`config.mk`:
```
export PLATFORM = sky130hd
export DESIGN_NAME = time_setter_flat
export DESIGN_NICKNAME = d
export VERILOG_FILES = /design/src/rtl/watch_pkg.sv /design/src/rtl/time_setter_if.sv /design/src/rtl/month_days.sv /design/src/rtl/time_setter.sv /design/src/flat_wrapper.sv
export SDC_FILE = /design/constraint.sdc
export NUM_CORES = 1
export LEC_CHECK = 0
export BUFFER_PORTS_ARGS = -buffer_cell sky130_fd_sc_hd__buf_2
export CORE_MARGIN = 2
export CORE_UTILIZATION = 35
export CTS_BUF_LIST = sky130_fd_sc_hd__clkbuf_8
export CTS_CLUSTER_SIZE = 10
export DETAILED_ROUTE_END_ITERATION = 10
export PLACE_DENSITY = 0.61
export SLEW_MARGIN = 20
export SYNTH_ARGS = -nofsm -noshare
export SYNTH_HDL_FRONTEND = slang
export SYNTH_SLANG_ARGS = --single-unit
```
`constraint.sdc`:
```
create_clock -name clk -period 9.3 [get_ports clk]
set_clock_uncertainty 0.15 [all_clocks]
set_input_delay 0 -clock clk [delete_from_list [all_inputs] [get_ports clk]]
set_output_delay 0 -clock clk [all_outputs]
set_load 0.01 [all_outputs]
```
`src/rtl/watch_pkg.sv`:
```
// Shared watch definitions: field indices, packed time layout and calendar rules.
// Used by the time counter and the time setter so both agree on month lengths.
package watch_pkg;

    typedef logic [2:0] field_t;

    localparam field_t FLD_YEAR   = 3'd0;
    localparam field_t FLD_MONTH  = 3'd1;
    localparam field_t FLD_DAY    = 3'd2;
    localparam field_t FLD_HOUR   = 3'd3;
    localparam field_t FLD_MINUTE = 3'd4;
    localparam field_t FLD_SECOND = 3'd5;

    // Packing order of bin_time, MSB first.
    typedef struct packed {
        logic [7:0] year;
        logic [7:0] month;
        logic [7:0] day;
        logic [7:0] hour;
        logic [7:0] minute;
        logic [7:0] second;
    } time_t;

    // Year y encodes 2000+y.
    function automatic logic is_leap(input logic [7:0] y);
        int full;
        full = 2000 + int'(y);
        return ((full % 4 == 0) && (full % 100 != 0)) || (full % 400 == 0);
    endfunction

    // Returns 0 for an illegal month.
    function automatic logic [7:0] max_date(input logic [7:0] y,
                                            input logic [7:0] m);
        logic [7:0] r;
        case (m)
            8'd1, 8'd3, 8'd5, 8'd7, 8'd8, 8'd10, 8'd12: r = 8'd31;
            8'd4, 8'd6, 8'd9, 8'd11:                    r = 8'd30;
            8'd2:    r = is_leap(y) ? 8'd29 : 8'd28;
            default: r = 8'd0;
        endcase
        return r;
    endfunction

endpackage

```
`src/rtl/time_setter_if.sv`:
```
// Button / live-time / load-port bundle of the time setter.
// master: button block + time counter side; slave: time_setter.
interface time_setter_if;
    logic        clk1sec;
    logic        btn_mode;
    logic        btn_up;
    logic        btn_down;
    logic [7:0]  cur_year;
    logic [7:0]  cur_month;
    logic [7:0]  cur_day;
    logic [7:0]  cur_hour;
    logic [7:0]  cur_minute;
    logic [7:0]  cur_second;
    logic [47:0] bin_time;
    logic        set_time;
    logic        edit_active;
    logic [2:0]  field_sel;
    logic        blink;

    modport master (
        output clk1sec, btn_mode, btn_up, btn_down,
        output cur_year, cur_month, cur_day,
        output cur_hour, cur_minute, cur_second,
        input  bin_time, set_time, edit_active, field_sel, blink
    );

    modport slave (
        input  clk1sec, btn_mode, btn_up, btn_down,
        input  cur_year, cur_month, cur_day,
        input  cur_hour, cur_minute, cur_second,
        output bin_time, set_time, edit_active, field_sel, blink
    );
endinterface

```
`src/rtl/month_days.sv`:
```
// Combinational days-in-month lookup.
// Ports: year[7:0] (2000+year), month[7:0] in; max_date[7:0] out, 0 if month illegal.
module month_days
    import watch_pkg::*;
(
    input  logic [7:0] year,
    input  logic [7:0] month,
    output logic [7:0] max_date
);
    assign max_date = watch_pkg::max_date(year, month);
endmodule

```
`src/rtl/time_setter.sv`:
```
// Interactive time editor: snapshots live time, edits a shadow copy, commits it.
// Ports: clk, rst (sync, active-high), bus (time_setter_if.slave).
module time_setter
    import watch_pkg::*;
#(
    parameter int TIMEOUT_SEC = 30
) (
    input logic          clk,
    input logic          rst,
    time_setter_if.slave bus
);
    localparam int TO_W = $clog2(TIMEOUT_SEC + 1);
    localparam logic [TO_W-1:0] TO_LAST = TO_W'(TIMEOUT_SEC - 1);

    typedef enum logic [1:0] {
        S_IDLE,
        S_EDIT,
        S_COMMIT
    } state_t;

    state_t          state_q;
    time_t           shadow_q;
    time_t           edit_d;
    time_t           bin_time_q;
    field_t          field_q;
    logic [TO_W-1:0] to_q;
    logic            set_time_q;
    logic            edit_active_q;
    logic            blink_q;

    logic       inc;
    logic       dec;
    logic       step;
    logic       any_btn;
    logic [7:0] year_d;
    logic [7:0] month_d;
    logic [7:0] md;

    assign inc     = bus.btn_up & ~bus.btn_down;
    assign dec     = bus.btn_down & ~bus.btn_up;
    assign step    = inc | dec;
    assign any_btn = bus.btn_mode | bus.btn_up | bus.btn_down;

    // Year/month are resolved first so the day limit reflects the new values.
    always_comb begin
        year_d  = shadow_q.year;
        month_d = shadow_q.month;
        if (step && field_q == FLD_YEAR) begin
            year_d = inc ? shadow_q.year + 8'd1 : shadow_q.year - 8'd1;
        end
        if (step && field_q == FLD_MONTH) begin
            if (inc) begin
                month_d = (shadow_q.month >= 8'd12) ? 8'd1 : shadow_q.month + 8'd1;
            end else begin
                month_d = (shadow_q.month <= 8'd1) ? 8'd12 : shadow_q.month - 8'd1;
            end
        end
    end

    month_days u_md (
        .year     (year_d),
        .month    (month_d),
        .max_date (md)
    );

    always_comb begin
        edit_d       = shadow_q;
        edit_d.year  = year_d;
        edit_d.month = month_d;
        if (step) begin
            case (field_q)
                FLD_YEAR, FLD_MONTH: begin
                    // Clamp only when the calendar actually changed.
                    if (shadow_q.day > md) edit_d.day = md;
                end
                FLD_DAY: begin
                    if (inc) begin
                        edit_d.day = (shadow_q.day >= md) ? 8'd1 : shadow_q.day + 8'd1;
                    end else begin
                        edit_d.day = (shadow_q.day <= 8'd1) ? md : shadow_q.day - 8'd1;
                    end
                end
                FLD_HOUR: begin
                    if (inc) begin
                        edit_d.hour = (shadow_q.hour >= 8'd23) ? 8'd0 : shadow_q.hour + 8'd1;
                    end else begin
                        edit_d.hour = (shadow_q.hour == 8'd0) ? 8'd23 : shadow_q.hour - 8'd1;
                    end
                end
                FLD_MINUTE: begin
                    if (inc) begin
                        edit_d.minute = (shadow_q.minute >= 8'd59) ? 8'd0 : shadow_q.minute + 8'd1;
                    end else begin
                        edit_d.minute = (shadow_q.minute == 8'd0) ? 8'd59 : shadow_q.minute - 8'd1;
                    end
                end
                FLD_SECOND: begin
                    if (inc) begin
                        edit_d.second = (shadow_q.second >= 8'd59) ? 8'd0 : shadow_q.second + 8'd1;
                    end else begin
                        edit_d.second = (shadow_q.second == 8'd0) ? 8'd59 : shadow_q.second - 8'd1;
                    end
                end
                default: ;
            endcase
        end
    end

    always_ff @(posedge clk) begin
        if (rst) begin
            state_q       <= S_IDLE;
            shadow_q      <= '0;
            bin_time_q    <= '0;
            field_q       <= FLD_YEAR;
            to_q          <= '0;
            set_time_q    <= 1'b0;
            edit_active_q <= 1'b0;
            blink_q       <= 1'b0;
        end else begin
            case (state_q)
                S_IDLE: begin
                    set_time_q <= 1'b0;
                    blink_q    <= 1'b0;
                    if (bus.btn_mode) begin
                        shadow_q      <= {bus.cur_year, bus.cur_month, bus.cur_day,
                                          bus.cur_hour, bus.cur_minute, bus.cur_second};
                        field_q       <= FLD_YEAR;
                        to_q          <= '0;
                        edit_active_q <= 1'b1;
                        state_q       <= S_EDIT;
                    end
                end
                S_EDIT: begin
                    if (bus.clk1sec) blink_q <= ~blink_q;
                    if (bus.btn_mode) begin
                        to_q <= '0;
                        if (field_q == FLD_SECOND) begin
                            bin_time_q    <= shadow_q;
                            set_time_q    <= 1'b1;
                            edit_active_q <= 1'b0;
                            blink_q       <= 1'b0;
                            state_q       <= S_COMMIT;
                        end else begin
                            field_q <= field_q + 3'd1;
                        end
                    end else if (any_btn) begin
                        to_q     <= '0;
                        shadow_q <= edit_d;
                    end else if (bus.clk1sec) begin
                        if (to_q == TO_LAST) begin
                            to_q          <= '0;
                            field_q       <= FLD_YEAR;
                            edit_active_q <= 1'b0;
                            blink_q       <= 1'b0;
                            state_q       <= S_IDLE;
                        end else begin
                            to_q <= to_q + 1'b1;
                        end
                    end
                end
                S_COMMIT: begin
                    set_time_q <= 1'b0;
                    field_q    <= FLD_YEAR;
                    state_q    <= S_IDLE;
                end
                default: begin
                    set_time_q    <= 1'b0;
                    edit_active_q <= 1'b0;
                    blink_q       <= 1'b0;
                    state_q       <= S_IDLE;
                end
            endcase
        end
    end

    assign bus.bin_time    = bin_time_q;
    assign bus.set_time    = set_time_q;
    assign bus.edit_active = edit_active_q;
    assign bus.field_sel   = field_q;
    assign bus.blink       = blink_q;

endmodule

```
`src/flat_wrapper.sv`:
```
// flat-port wrapper written by rule: the top's interface ports become plain ports
module time_setter_flat import watch_pkg::*;
#(
    parameter int TIMEOUT_SEC = 30
)
  (clk, rst, bus_clk1sec, bus_btn_mode, bus_btn_up, bus_btn_down, bus_cur_year, bus_cur_month, bus_cur_day, bus_cur_hour, bus_cur_minute, bus_cur_second, bus_bin_time, bus_set_time, bus_edit_active, bus_field_sel, bus_blink);
  time_setter_if bus_i ();
  input logic clk;
  input logic rst;
  input wire logic [$bits(bus_i.clk1sec)-1:0] bus_clk1sec;
  input wire logic [$bits(bus_i.btn_mode)-1:0] bus_btn_mode;
  input wire logic [$bits(bus_i.btn_up)-1:0] bus_btn_up;
  input wire logic [$bits(bus_i.btn_down)-1:0] bus_btn_down;
  input wire logic [$bits(bus_i.cur_year)-1:0] bus_cur_year;
  input wire logic [$bits(bus_i.cur_month)-1:0] bus_cur_month;
  input wire logic [$bits(bus_i.cur_day)-1:0] bus_cur_day;
  input wire logic [$bits(bus_i.cur_hour)-1:0] bus_cur_hour;
  input wire logic [$bits(bus_i.cur_minute)-1:0] bus_cur_minute;
  input wire logic [$bits(bus_i.cur_second)-1:0] bus_cur_second;
  output wire logic [$bits(bus_i.bin_time)-1:0] bus_bin_time;
  output wire logic [$bits(bus_i.set_time)-1:0] bus_set_time;
  output wire logic [$bits(bus_i.edit_active)-1:0] bus_edit_active;
  output wire logic [$bits(bus_i.field_sel)-1:0] bus_field_sel;
  output wire logic [$bits(bus_i.blink)-1:0] bus_blink;
  assign bus_i.clk1sec = bus_clk1sec;
  assign bus_i.btn_mode = bus_btn_mode;
  assign bus_i.btn_up = bus_btn_up;
  assign bus_i.btn_down = bus_btn_down;
  assign bus_i.cur_year = bus_cur_year;
  assign bus_i.cur_month = bus_cur_month;
  assign bus_i.cur_day = bus_cur_day;
  assign bus_i.cur_hour = bus_cur_hour;
  assign bus_i.cur_minute = bus_cur_minute;
  assign bus_i.cur_second = bus_cur_second;
  assign bus_bin_time = bus_i.bin_time;
  assign bus_set_time = bus_i.set_time;
  assign bus_edit_active = bus_i.edit_active;
  assign bus_field_sel = bus_i.field_sel;
  assign bus_blink = bus_i.blink;
  time_setter #(.TIMEOUT_SEC(TIMEOUT_SEC)) u_core (.clk(clk), .rst(rst), .bus(bus_i));
endmodule
```
==> results of run 1 <==
## power groups by stage
| stage | logic (W) | registers [W] | clock network (W) |
|---|---|---|---|
| 2_1_floorplan | 0.000817 | 0.000522 | 0 |
| 3_3_place_gp | 0.00103 | 0.000545 | 0 |
| 3_5_place_dp | 0.00101 | 0.000545 | 0 |
| 4_1_cts | 0.00104 | 0.000534 | 0.000378 |
| 5_1_grt | 0.00123 | 0.000540 | 0.000395 |
| 6_report | 0.00110 | 0.000535 | 0.000368 |
## repair_timing
item	in CTS	in global routing
endpoints found under the setup margin	0	8
hold endpoints to repair	73	0
setup buffers	0	1
hold buffers	56	0
gates resized for setup	0	15
## synthesized netlist by cell type (all sizes together), types with 4 or more instances
cell type / n / share of area [%]
a221oi: 4 / 0.45
mux2: 4 / 0.58
nand4: 8 / 0.64
a211o: 4 / 0.45
a22oi: 9 / 0.87
dfxtp: 109 / 28
nand2b: 9 / 0.72
nor3: 50 / 3.3
ha: 36 / 5.8
o21ai: 52 / 3.3
nor2b: 14 / 1.1
and2: 5 / 0.40
nor3b: 5 / 0.48
buf: 10 / 0.61
a21o: 6 / 0.58
a31oi: 15 / 1.2
o21a: 7 / 0.68
a311oi: 5 / 0.56
a21oi: 121 / 7.8
nand2: 170 / 8.2
or3: 14 / 1.1
o221ai: 7 / 0.79
and4: 4 / 0.48
mux2i: 7 / 1.1
o31ai: 7 / 0.68
xor2: 15 / 1.7
o311ai: 5 / 0.66
a211oi: 23 / 2.3
or2: 6 / 0.48
o211ai: 26 / 2.6
inv: 34 / 1.6
nand3b: 5 / 0.48
and3: 11 / 0.89
nor2: 130 / 6.3
a221o: 4 / 0.52
nand3: 39 / 2.6
xnor2: 11 / 1.2
o211a: 6 / 0.77
clkbuf: 60 / 2.9
## state kept, by name (all words and copies together) (netlist names)
register and flops:
u_core.shadow_q 48, u_core.bus.field_sel 3, u_core.bus.edit_active 1, u_core.bus.blink 1, u_core.state_q 2, u_core.to_q 5, u_core.bus.bin_time 48, u_core.bus.set_time 1
## per-stage QoR
| step | utilization (%) | hold WS [ns] |
|---|---|---|
| 3_5_place_dp | 39.1 | 0.133 |
| 2_1_floorplan | - | 0.00909 |
| 6_report | 43.2 | 0.249 |
| 5_1_grt | 43.2 | 0.245 |
| 4_1_cts | 42.8 | 0.213 |
| 3_3_place_gp | 39.0 | 0.126 |
## per-layer routing
layer	track usage, %	wire [microns]	share of wire (%)	up-vias
met4	3.75	298	1.3	0
met3	4.00	1310	5.6	21
met2	32.2	10800	46	273
li1	-	-	-	4188
met5	0	0	0	-
met1	27.0	11000	47	3872
## area by class of cell
type | count | area [sq um]
fill | 2232 | 12400
multi-input combinational | 884 | 5280
sequential | 109 | 2180
timing repair buffer | 178 | 1220
tap | 280 | 350
inverter | 35 | 139
clock inverter | 7 | 131
clock buffer | 9 | 124
antenna | 1 | 2.50
## worst min-delay path by stage
stage | to | slack, ns | depth (start not counted)
after floorplan | u_core.shadow_q[16] | 0.009 | 2
after global placement | u_core.shadow_q[2] | 0.13 | 3
after detailed placement | u_core.shadow_q[2] | 0.13 | 3
after CTS | u_core.state_q[0] | 0.21 | 7
after global routing | u_core.shadow_q[2] | 0.24 | 4
final | u_core.shadow_q[2] | 0.25 | 4
## cell families after synthesis
group | Yosys count | synth area share [%]
flops | 109 | 28.1
simple gates | 478 | 28.0
fa+ha+maj | 37 | 6.05
compound gates | 331 | 27.8
buf+inv | 105 | 5.20
xor+xnor | 26 | 2.93
mux | 12 | 1.93
## worst max-delay path, delay by kind of cell
family,cells,cell delay [ns]
adders and majority gates,5,1.31
AOI/OAI and AO/OA,15,3.19
buffers and inverters,9,1.67
muxes,3,1.01
and+or+nand+nor,9,1.59
==> reports/results.ini, run 1 <==
[critical_path]
crit_path_end_kind = flop
path_class = in2reg
rr_startpoint = u_core.shadow_q[40]
reg2reg_depth = 37
r2r_setup_slack_ns = 0.64
cp_max_fo = 15
critical_path_required_ns = 9.41
slowest_stage = or4_4
cpMostUsedCell = ha_1
cp_data_arrival_time_ns = 8.78
max_stage_delay_ns = 0.57
r2r_end = u_core.shadow_q[26]
endpoint = u_core.shadow_q[26]
crit_start = bus_btn_down
startpoint_type = input pin

[clocking]
cts_root_buf = clkbuf_8
clk_latency_ns = 0.41
cts.clk_slew.worst_paths_ns = 0.11
h-tree-depth = 3
cts_buffers = 9
tritoncts = built
ctsLongestPathBuffers = 2
cts.sinks = 109

[power]
swShare_pct = 44.1
p_leak_nw = 3.74
seq_power_share_pct = 26.7
power_w = 0.00201
p_sw_w = 0.000885
internal_power_w = 0.00112
power_density_nw_per_um2 = 213
irDropWorstVdd_uv = 121
pwr-share-comb_pct = 55.0
clock_power_share_pct = 18.4

[sta]
max_slew_margin_pct = 37.8
fin_ws_ns = 0.625
grt_setup_unrepaired = no
fmax_mhz = 115
finalSetupTns_ns = 0
finalSetupViolCount = 0
worst_pin_slew_ns = 0.930
hold_violations = 0
final.period_utilization_pct = 93.3
final-max-slew-violation-count = 0
period_needed_ns = 8.68

[synth]
syn-num-nets = 1189
netlist_instances = 1098
ys_seq_area_share_pct = 28.1
ys.flop_type = dfxtp_1
ys_warn_count = 0
avgSynthCellArea_sq_um = 7.08
ys_seq_elements = 109
synthArstFlopShare_pct = 0
netlist-cell-type-count = 82
syn_area_sq_um = 7770
synth_edf_count = 0

[route]
wl_microns = 23400
post_drt_wl_per_cell_microns = 15.6
detail-route-antenna-nets = 0
drt_first_pass_iters = 5
vias = 8354
drc = 0
via_per_inst = 5.56
drt_iter0_markers = 429

[floorplanning]
core-area_sq_um = 21800
ios = 108
dieArea_sq_um = 23400
die_h_microns = 153
fp.dieW_microns = 153
start_util_pct = 35.6
row_count = 54

[worst_hold_path]
hold_path.class = in2reg
worst_hold_startpoint = bus_cur_second[2]

[final_layout]
final_cells = 1503
fin_nets = 1308
layout_commonest_cell = nand2_1
final_cell_area_sq_um = 9430
mostFrequentLayoutCells = nand2_1 (170), nor2_1 (127), a21oi_1 (118)
drive_gt1_share_pct = 14.5
area_growth_pct = 21.3

[global_routing]
grt_pass1_wl_microns = 38600
grt_pass1_vias = 7656
grt_usage_pct = 19.7
antenna_found_initial = 1
grt_overflow_total = 0
grt_max_degree = 80

[run_status]
status = finished, final reports clean

[job]
drv_cap = 0

[place]
io_buffers = 107
dpl-instance-area_sq_um = 8520
gp_congestion = 0.911
place_inst = 1429
place_hpwl_microns = 16500
dp_slack_ns = 0.500

(Power assumes the default switching activity.)
==> run 2: changes to the inputs <==
--- a/config.mk
+++ b/config.mk
@@ -6,6 +6,7 @@
 export NUM_CORES = 1
 export LEC_CHECK = 0
 export BUFFER_PORTS_ARGS = -buffer_cell sky130_fd_sc_hd__buf_2
+export CORE_ASPECT_RATIO = 1.25
 export CORE_MARGIN = 2
 export CORE_UTILIZATION = 35
 export CTS_BUF_LIST = sky130_fd_sc_hd__clkbuf_8
==> reports/results.ini, run 2 (synthesized netlist as in run 1, its figures left out) <==
[route]
detail-route-antenna-nets = 0  ; unchanged
drc = 0  ; unchanged
vias = 8410  ; was 8354
drt_first_pass_iters = 5  ; unchanged
via_per_inst = 5.58  ; was 5.56
drt_iter0_markers = 444  ; was 429
post_drt_wl_per_cell_microns = 16.0  ; was 15.6 microns
wl_microns = 24100  ; was 23400 microns

[place]
io_buffers = 107  ; unchanged
place_hpwl_microns = 17000  ; was 16500 microns
place_inst = 1426  ; was 1429
gp_congestion = 0.883  ; was 0.911

[critical_path]
path_class = in2reg  ; unchanged
cp_data_arrival_time_ns = 8.86  ; was 8.78 ns
path_buf_inv = 8  ; was 9
cpMostUsedCell = ha_1  ; unchanged
rr_startpoint = u_core.shadow_q[40]  ; unchanged
startpoint_type = input pin  ; unchanged
slowest_stage = or4_4  ; unchanged
crit_start = bus_btn_down  ; unchanged
critical_path_required_ns = 9.41  ; about the same
cp_top_family = compound AO/OA/AOI/OAI gates  ; unchanged
crit_path_end_kind = flop  ; unchanged
max_stage_delay_ns = 0.58  ; was 0.57 ns
cp_max_fo = 9  ; was 15

[clocking]
cts.clk_slew.worst_paths_ns = 0.12  ; was 0.11 ns
cts_root_buf = clkbuf_8  ; unchanged
cts_buffers = 9  ; unchanged
ctsLongestPathBuffers = 2  ; unchanged
clk_latency_ns = 0.40  ; was 0.41 ns
tritoncts = built  ; unchanged
h-tree-depth = 3  ; unchanged
cts.sinks = 109  ; unchanged

[job]
drv_cap = 0  ; unchanged

[worst_hold_path]
worst_hold_startpoint = bus_btn_up  ; was bus_cur_second[2]
hold_path.class = in2reg  ; unchanged

[floorplanning]
start_util_pct = 35.8  ; was 35.6%
ios = 108  ; unchanged
die_h_microns = 171  ; was 153 microns
fp.dieW_microns = 137  ; was 153 microns
row_count = 60  ; was 54
core-area_sq_um = 21700  ; was 21800 sq um
dieArea_sq_um = 23400  ; about the same

[sta]
finalSetupTns_ns = 0  ; unchanged
grt_setup_unrepaired = no  ; unchanged
worst_pin_slew_ns = 1.03  ; was 0.930 ns
final-max-slew-violation-count = 0  ; unchanged
max_slew_margin_pct = 30.8  ; was 37.8%
period_needed_ns = 8.75  ; was 8.68 ns
final.period_utilization_pct = 94.1  ; was 93.3%
finalSetupViolCount = 0  ; unchanged
fmax_mhz = 114  ; was 115 MHz
hold_violations = 0  ; unchanged

[power]
p_sw_w = 0.000888  ; was 0.000885 W
irDropWorstVdd_uv = 92.3  ; was 121 uV
p_leak_nw = 3.74  ; about the same
power_density_nw_per_um2 = 208  ; was 213 nW/um^2
swShare_pct = 45.5  ; was 44.1%
seq_power_share_pct = 27.4  ; was 26.7%
clock_power_share_pct = 15.9  ; was 18.4%
pwr-share-comb_pct = 56.8  ; was 55.0%
internal_power_w = 0.00107  ; was 0.00112 W

[final_layout]
area_growth_pct = 21.0  ; was 21.3%
mostFrequentLayoutCells = nand2_1 (170), nor2_1 (127), a21oi_1 (119)  ; was nand2_1 (170), nor2_1 (127), a21oi_1 (118)
antenna_cells = 0  ; was 1
fin_nets = 1315  ; was 1308
final_cells = 1508  ; was 1503
layout_commonest_cell = nand2_1  ; unchanged
drive_gt1_share_pct = 14.3  ; was 14.5%

[global_routing]
grt_overflow_total = 0  ; unchanged
grt_usage_pct = 20.8  ; was 19.7%
grt_pass1_wl_microns = 39600  ; was 38600 microns
antenna_found_initial = 0  ; was 1
grt_pass1_vias = 8146  ; was 7656
grt_max_degree = 72  ; was 80

[run_status]
status = finished, final reports clean  ; unchanged

run 2: metal layers:
layer	wire length [microns]	share of wire, %	GRT usage [%]
met5	0	0	0
met4	678	2.8	8.20
met3	1070	4.4	2.93
met2	11600	48	35.7
met1	10800	45	25.9
run 2: path summary, 6_finish.rpt:
| check | slack [ns] | depth (start not counted) | endpoint |
|---|---|---|---|
| worst max-delay path | 0.55 | 40 | u_core.shadow_q[26] |
| worst min-delay path | 0.25 | 7 | u_core.state_q[0] |
| worst max register to register | 0.65 | 36 | u_core.shadow_q[26] |
| worst min register to register | 0.31 | 2 | u_core.bus.bin_time[47] |
run 2: worst reg2reg max path: cells and delay by family (launching register included):
kind / cells / cell delay, ns
flops: 1 / 0.44
mux: 3 / 1.03
fa+ha+maj: 4 / 1.22
simple gates: 9 / 1.66
compound gates: 15 / 3.32
buf+inv: 5 / 0.70
run 2: area by class of cell:
class,instances,area [sq um]
clock inverter,7,73.8
inverter,35,139
multi-input combinational,884,5260
fill,2257,12300
timing repair buffer,185,1270
tap,279,349
sequential,109,2180
clock buffer,9,124
run 2: power by group through the flow:
stage / sequential, W / clock, W / combinational [W]
CTS: 0.000534 / 0.000322 / 0.00105
global route: 0.000540 / 0.000333 / 0.00123
detailed placement: 0.000544 / 0 / 0.00102
global placement: 0.000544 / 0 / 0.00103
floorplan: 0.000522 / 0 / 0.000817
finish: 0.000534 / 0.000310 / 0.00111
run 2: per-stage QoR:
stage / setup slack [ns] / area [sq um] / util [%] / hold WS [ns] / power (W)
after global routing: 0.0357 / 9400 / 43.3 / 0.307 / 0.00210
final: 0.552 / 9400 / 43.3 / 0.252 / 0.00195
after detailed placement: 0.550 / 8500 / 39.2 / 0.134 / 0.00156
after CTS: 0.314 / 9290 / 42.8 / 0.241 / 0.00190
after global placement: 0.633 / 8490 / 39.2 / 0.130 / 0.00157
after floorplan: 1.10 / 7770 / - / 0.00909 / 0.00134
run 2: timing repair:
action | 4_1_cts | 5_1_grt
hold endpoints to repair | 72 | 0
setup buffers | 0 | 6
endpoints found under the setup margin | 0 | 8
gates resized for setup | 0 | 11
hold buffers | 60 | 0
